<file path="src/rtl/pipeline_hazard_ctrl.sv">
// pipeline_hazard_ctrl: hazard, flush and interrupt sequencing controller for the 5-stage pipeline.
//   Optional feature macro: PIPE_HAZARD_PERF_EN (adds stall_cnt / flush_cnt).
//   Inputs : clk, reset (sync, active-high), if_id_rs/if_id_rt/id_uses_rt/id_jump (ID info),
//            id_ex_memread/id_ex_rt (EX load info), ex_branch_taken, mem_busy,
//            irq, int_en, irq_return.
//   Outputs: pc_write, if_id_write, if_id_flush, id_ex_flush, ex_mem_hold, pc_sel[1:0],
//            save_epc, irq_ack (Mealy); in_handler, bus_err (registered).
module pipeline_hazard_ctrl #(
    parameter int DRAIN_CYCLES = 2,
    parameter int MEM_TIMEOUT  = 255,
    parameter int WAIT_W       = 8
) (
    input  logic        clk,
    input  logic        reset,
    input  logic [4:0]  if_id_rs,
    input  logic [4:0]  if_id_rt,
    input  logic        id_uses_rt,
    input  logic        id_jump,
    input  logic        id_ex_memread,
    input  logic [4:0]  id_ex_rt,
    input  logic        ex_branch_taken,
    input  logic        mem_busy,
    input  logic        irq,
    input  logic        int_en,
    input  logic        irq_return,
    output logic        pc_write,
    output logic        if_id_write,
    output logic        if_id_flush,
    output logic        id_ex_flush,
    output logic        ex_mem_hold,
    output logic [1:0]  pc_sel,
`ifdef PIPE_HAZARD_PERF_EN
    output logic [31:0] stall_cnt,
    output logic [31:0] flush_cnt,
`endif
    output logic        save_epc,
    output logic        irq_ack,
    output logic        in_handler,
    output logic        bus_err
);
    localparam logic [1:0] S_RUN    = 2'd0;
    localparam logic [1:0] S_DRAIN  = 2'd1;
    localparam logic [1:0] S_VECTOR = 2'd2;

    logic [1:0]        state_q, state_d;
    logic [3:0]        drain_cnt_q, drain_cnt_d;
    logic [WAIT_W-1:0] wait_cnt_q, wait_cnt_d;
    logic              in_handler_q, in_handler_d;
    logic              bus_err_q, bus_err_d;
    logic              load_use, irq_take;

    assign load_use = id_ex_memread && id_ex_rt != 5'd0 &&
                      (id_ex_rt == if_id_rs || (id_uses_rt && id_ex_rt == if_id_rt));
    assign irq_take = irq && int_en && !in_handler_q;

    always_comb begin
        pc_write     = 1'b1;
        if_id_write  = 1'b1;
        if_id_flush  = 1'b0;
        id_ex_flush  = 1'b0;
        ex_mem_hold  = 1'b0;
        pc_sel       = 2'b00;
        save_epc     = 1'b0;
        irq_ack      = 1'b0;
        state_d      = state_q;
        drain_cnt_d  = drain_cnt_q;
        // Watchdog counts consecutive busy cycles, wrapping to zero on each timeout pulse
        bus_err_d    = mem_busy && wait_cnt_q == WAIT_W'(MEM_TIMEOUT - 1);
        wait_cnt_d   = (mem_busy && !bus_err_d) ? wait_cnt_q + WAIT_W'(1) : '0;
        in_handler_d = irq_return ? 1'b0 : in_handler_q;
        if (reset) begin
            pc_write    = 1'b0;
            if_id_write = 1'b0;
            if_id_flush = 1'b1;
            id_ex_flush = 1'b1;
        end else if (mem_busy) begin
            pc_write    = 1'b0;
            if_id_write = 1'b0;
            ex_mem_hold = 1'b1;
        end else begin
            case (state_q)
                S_RUN: begin
                    if (ex_branch_taken) begin
                        pc_sel      = 2'b01;
                        if_id_flush = 1'b1;
                        id_ex_flush = 1'b1;
                    end else if (irq_take) begin
                        // ID instruction is squashed and refetched from EPC after the handler
                        save_epc    = 1'b1;
                        pc_write    = 1'b0;
                        if_id_flush = 1'b1;
                        id_ex_flush = 1'b1;
                        drain_cnt_d = 4'(DRAIN_CYCLES - 1);
                        state_d     = S_DRAIN;
                    end else if (load_use) begin
                        pc_write    = 1'b0;
                        if_id_write = 1'b0;
                        id_ex_flush = 1'b1;
                    end else if (id_jump) begin
                        pc_sel      = 2'b10;
                        if_id_flush = 1'b1;
                    end
                end
                S_DRAIN: begin
                    pc_write    = 1'b0;
                    if_id_flush = 1'b1;
                    id_ex_flush = 1'b1;
                    state_d     = drain_cnt_q == 4'd0 ? S_VECTOR : S_DRAIN;
                    drain_cnt_d = drain_cnt_q == 4'd0 ? 4'd0 : drain_cnt_q - 4'd1;
                end
                S_VECTOR: begin
                    pc_sel       = 2'b11;
                    if_id_flush  = 1'b1;
                    irq_ack      = 1'b1;
                    in_handler_d = 1'b1;
                    state_d      = S_RUN;
                end
                default: state_d = S_RUN;
            endcase
        end
    end

    always_ff @(posedge clk) begin
        if (reset) begin
            state_q      <= S_RUN;
            drain_cnt_q  <= 4'd0;
            wait_cnt_q   <= '0;
            in_handler_q <= 1'b0;
            bus_err_q    <= 1'b0;
        end else begin
            state_q      <= state_d;
            drain_cnt_q  <= drain_cnt_d;
            wait_cnt_q   <= wait_cnt_d;
            in_handler_q <= in_handler_d;
            bus_err_q    <= bus_err_d;
        end
    end

    assign in_handler = in_handler_q;
    assign bus_err    = bus_err_q;

`ifdef PIPE_HAZARD_PERF_EN
    logic [31:0] stall_cnt_q, stall_cnt_d, flush_cnt_q, flush_cnt_d;

    always_comb begin
        stall_cnt_d = stall_cnt_q + {31'd0, !pc_write};
        flush_cnt_d = flush_cnt_q + {31'd0, id_ex_flush};
    end

    always_ff @(posedge clk) begin
        if (reset) begin
            stall_cnt_q <= '0;
            flush_cnt_q <= '0;
        end else begin
            stall_cnt_q <= stall_cnt_d;
            flush_cnt_q <= flush_cnt_d;
        end
    end

    assign stall_cnt = stall_cnt_q;
    assign flush_cnt = flush_cnt_q;
`endif
endmodule

</file>
<file path="config.mk">
export PLATFORM = sky130hd
export DESIGN_NAME = pipeline_hazard_ctrl
export DESIGN_NICKNAME = d
export VERILOG_FILES = /design/src/rtl/pipeline_hazard_ctrl.sv
export SDC_FILE = /design/constraint.sdc
export NUM_CORES = 1
export LEC_CHECK = 0
export CAP_MARGIN = 20
export CORE_ASPECT_RATIO = 0.9
export CORE_UTILIZATION = 40
export CTS_CLUSTER_DIAMETER = 150
export DETAILED_ROUTE_END_ITERATION = 10
export PLACE_DENSITY = 0.71
export SETUP_SLACK_MARGIN = 0.4
export SYNTH_ARGS = -nofsm -noshare
export SYNTH_HDL_FRONTEND = slang
export SYNTH_SLANG_ARGS = --single-unit
</file>
<file path="constraint.sdc">
create_clock -name clk -period 2.4 [get_ports clk]
set_clock_uncertainty 0.15 [all_clocks]
set_input_delay 0.24 -clock clk [delete_from_list [all_inputs] [get_ports clk]]
set_output_delay 0.24 -clock clk [all_outputs]
set_load 0.1 [all_outputs]
</file>
### Yosys cells after proc, flatten, opt, wreduce, memory -nomap -nowiden

Cells that the tools add are included.

| operators by class | value |
|---|---|
| add/sub/neg operators | 2 |
| $mul | 0 |
| divide/modulo/power cells | 0 |
| $lt $le $gt $ge | 0 |
| equality and inequality tests | 7 |
| shift operators | 0 |
| muxes and demuxes | 52 |
| bitwise operators | 2 |
| reduce and logical (&&, ||, !) cells | 18 |

Operator list:

| cell | count |
|---|---|
| $mux 1 | 34 |
| $mux 2 | 9 |
| $mux 4 | 3 |
| $eq 5x5->1 | 2 |
| $add 8x1->8 const B | 1 |
| $eq 8x8->1 const B | 1 |
| $pmux 2 s2 | 2 |
| $pmux 4 s2 | 1 |
| $logic_and 1x1->1 | 7 |
| $pmux 1 s2 | 3 |
| $reduce_bool 5->1 | 1 |
| $logic_not 4->1 | 1 |
| $ne 2x2->1 const B | 2 |
| $reduce_and 4->1 | 1 |
| $reduce_or 2->1 | 2 |
| $sub 4x1->4 const B | 1 |
| $reduce_and 3->1 | 1 |
| $eq 2x1->1 const B | 1 |
| $eq 2x2->1 const B | 1 |
| $logic_not 1->1 | 2 |
| $logic_not 2->1 | 1 |
| $not 1->1 | 2 |
| $reduce_bool 2->1 | 1 |
| $logic_or 1x1->1 | 1 |

| word-level totals | value |
|---|---|
| register bits | 16 |
| latch bits | 0 |
| memory bits (writable) | 0 |
| ROM bits | 0 |
| logic and storage cells | 86 |
| memories | 0 |

### Logic depth before layout (Yosys ltp)

| logic depth | value |
|---|---|
| depth after elaboration | 10 |
| mapped depth | 7 |
| mapped depth without buffers | 6 |

### Worst setup path after synthesis

No wires, ideal clock.

| timing | value |
|---|---|
| path kind | register to output |
| from | register in_handler_q (netlist: in_handler) |
| to | output save_epc |
| data arrival time | 4.133 ns |
| data required time | 2.010 ns |
| path slack | -2.123 ns |
| cell stages (with the launch flop) | 3 |
| buffers on the path | 0 |
| cell sequence | dfxtp_1 > nand3b_1 > nor4b_1 |

| between the ends | value |
|---|---|
| cells in the longest elaborated chain, start to end | 7 |

Ends and longest elaborated chain:

| item | line | source |
|---|---|---|
| from (decl) | 48 | `logic in_handler_q, in_handler_d;` |
| from (signal assigned) | 134 | `in_handler_q <= in_handler_d;` |
| $logic_not 1->1 | 54 | `assign irq_take = irq && int_en && !in_handler_q;` |
| $logic_and 1x1->1 | 54 |  |
| $mux 1 | 87 | `end else if (irq_take) begin` |
| $mux 1 | 83 | `if (ex_branch_taken) begin` |
| $mux 1 | 81 | `case (state_q)` |
| $mux 1 | 76 | `end else if (mem_busy) begin` |
| $mux 1 | 71 | `if (reset) begin` |
| to (decl) | 36 | `output logic save_epc,` |

Every way passes these cells.

### Worst setup path in the final report

| timing | value |
|---|---|
| from | register in_handler_q (netlist: in_handler) |
| to | output if_id_flush |

| between the ends | value |
|---|---|
| cells in the longest elaborated chain, start to end | 7 |

Ends and longest elaborated chain:

| item | line | source |
|---|---|---|
| $logic_not 1->1 | 54 |  |
| $logic_and 1x1->1 | 54 |  |
| $mux 1 | 87 |  |
| $mux 1 | 83 |  |
| $pmux 1 s2 | 81 |  |
| $mux 1 | 76 |  |
| $mux 1 | 71 |  |
| to (decl) | 28 | `output logic if_id_flush,` |

Every way passes these cells.

==> metrics.txt <==
status finished with violations; failing checks design-rule violations; Gate Count Post-Synth 131; syn avg cell area 8.233 µm²; Detail Route Antenna Nets 0; first-pass GRT wire length 4954 µm; register area 329.1 µm²; # fillers 189; number of synthesized flops with an enable pin 0; fin cells 207; CTS root buf clkbuf_4; top layer in use met4; Wirelength per Cell 14.82 µm; Seq cells post-synth 16; Post-Synthesis Cell Area 0.001079 mm²; std cell rows 17; CP max FO 4; initial antenna violation count 0; I/O Buffers 35; Unique masters post-synth 41; max-slew violation count 0; Leak 0.7170 nW; Synthesized Nets 164; Slew @ Worst Pin 0.5060 ns; RD Place Congestion 0.7940; Pwr per Cell Area 401.8 mW/mm²; total global routing overflow 0; WP data required 2.01 ns; Layout area overhead 70.30%; initial core utilization 0.4297; Primary FF master, synth dfxtp_1; vias in the first global route 1090; routed wl met2 1633 µm; Clock Latency Late Sink 0.29 ns; hold slack final 0.3189 ns; hpwl dp 2236 µm; met1 WL 1323 µm; Final period util 0.8782; nets 213; fin crit period 2.108 ns; final setup vio count 0; crit path capture type primary output; Die Y 51.26 µm; Worst VDD drop 343.6 µV; TNS Setup 0 ns; GRT Total Usage 0.2243; TritonCTS Buffers 3; antenna cells 0; Startpoint Class flip-flop; final wirelength 3067 µm; met3 routed WL 102 µm; final hold vios 0; dpl ws -0.07960 ns; vias per cell 5.295; sequential share of the synthesized area 0.2970; H-tree depth 1; Tightest Hold Check Type reg -> reg; FMAX 474.4 MHz; CP arrival 1.72 ns; clock buffer depth 2; synth warn 0; Clock Sink Count 16; RSZ-0062 raised after global routing true; I/O pin total 36; chip width 56.74 µm; Clk pin slew, worst setup/hold paths 0.09 ns; largest net degree at the start of global routing 10; via count 1096; CORE AREA 0.002510 mm²; Pre-Repair DR Iteration Count 7; initial DRC count 41; Die ar. 0.002908 mm²; # hold bufs at CTS 0; maxcap violations 0; Multi-input gate area 872.1 µm²; Max transition margin 0.6627; critical path class reg -> out; Cells after DPL 194; async set or reset register ratio after synthesis 0; drc violations 4; share of layout cells above drive strength 1 0.3631; CTS tree done; slack of the critical path 0.2923 ns
## report_power, final
part	total [W]	internal [W]	switching (W)
Combinational	0.000283	0.000126	0.000157
Sequential	0.000274	0.000269	0.00000552
Clock	0.000181	0.0000926	0.0000882
## final cells by class
| class | instances | share of cell area |
|---|---|---|
| Clock buffer | 4 | 0.01975 |
| Inverter | 8 | 0.01635 |
| Multi-Input combinational cell | 103 | 0.4748 |
| Sequential cell | 16 | 0.1792 |
| Tap cell | 28 | 0.01907 |
| Timing Repair Buffer | 48 | 0.2909 |
## layer usage
| metal | vias up | track usage |
|---|---|---|
| met5 | - | 0 |
| met4 | 0 | 0.03659 |
| met3 | 2 | 0.06329 |
| met2 | 14 | 0.4286 |
| met1 | 532 | 0.2519 |
| li1 | 548 | - |
## cell usage after synthesis, types with 2 or more instances
master,number,area (µm²)
inv_1,8,30.03
o21ai_0,2,10.01
xnor2_1,13,113.9
nor2_1,18,67.56
xor2_1,3,26.28
clkbuf_1,2,7.510
a21oi_1,5,25.02
nor2b_1,2,12.51
nand3_1,5,25.02
nand2_1,9,33.78
and2_1,2,12.51
ha_1,8,100.1
nor3b_1,2,15.01
nand4_1,2,12.51
a211oi_1,2,15.01
nor3_1,7,35.03
o22ai_1,2,12.51
dfxtp_1,16,320.3
## flip-flops by register name, indices dropped and copies added, names as in the netlist
signal	cells
bus_err	1
drain_cnt_q	4
wait_cnt_q	8
in_handler	1
state_q	2
## repair_timing
item	4_1_cts	5_1_grt
gates cloned	0	0
pin swaps	21	9
setup endpoints to repair	9	9
resized for setup	52	9
buffers inserted	5	4
## placed cells by master (no fill, tap or decap), types with 2 or more instances in the layout
| master | Yosys | final |
|---|---|---|
| xnor2_1 | 13 | 11 |
| clkdlybuf4s15_2 | 0 | 5 |
| xor2_1 | 3 | 3 |
| nand2_1 | 9 | 9 |
| dfxtp_1 | 16 | 13 |
| nor3_1 | 7 | 4 |
| clkdlybuf4s15_1 | 0 | 8 |
| clkdlybuf4s50_1 | 0 | 4 |
| nor3_2 | 0 | 2 |
| nand3_1 | 5 | 4 |
| buf_4 | 0 | 14 |
| ha_1 | 8 | 6 |
| inv_2 | 0 | 3 |
| a21oi_1 | 5 | 3 |
| dfxtp_4 | 0 | 2 |
| clkbuf_4 | 0 | 3 |
| nor2_1 | 18 | 18 |
| xnor2_2 | 0 | 2 |
| nand4_1 | 2 | 2 |
| inv_1 | 8 | 5 |
| o21ai_0 | 2 | 2 |
| nor3b_1 | 2 | 2 |
| buf_12 | 0 | 9 |
| dlygate4sd2_1 | 0 | 7 |
| a21oi_2 | 0 | 2 |
## worst paths after layout
| path | start | to | slack (ns) | cells past startpoint |
|---|---|---|---|---|
| worst max-delay path | in_handler | if_id_flush | 0.29 | 7 |
| worst min-delay path | drain_cnt_q[1] | drain_cnt_q[1] | 0.32 | 2 |
| worst max register to register | state_q[0] | drain_cnt_q[3] | 0.46 | 7 |
| worst min register to register | drain_cnt_q[1] | drain_cnt_q[1] | 0.32 | 2 |
## cell families (layout without fill, tap and decap cells)
family	after synthesis	count (layout)	synth area share
simple gates	58	58	0.2924
fa+ha+maj	8	8	0.09281
flops	16	16	0.2970
buf+inv	12	60	0.04408
xor+xnor	16	16	0.1299
compound gates	21	21	0.1439
## critical path: stages, from the launching register on
cell	delay [ns]
dfxtp_4	0.35
nand3b_1	0.15
buf_4	0.14
nand2b_4	0.07
a21oi_2	0.14
nor3_2	0.06
a211o_4	0.34
buf_12	0.17
## metrics by stage
stage / area [µm²] / total power, W / utilization
2_1_floorplan: 1154 / 0.0004291 / -
3_3_place_gp: 1637 / 0.0005328 / 0.6520
3_5_place_dp: 1637 / 0.0005371 / 0.6520
4_1_cts: 1765 / 0.0007314 / 0.7034
5_1_grt: 1837 / 0.0007699 / 0.7318
6_report: 1837 / 0.0007380 / 0.7318
Note: power is estimated with default switching activity, not from simulation.
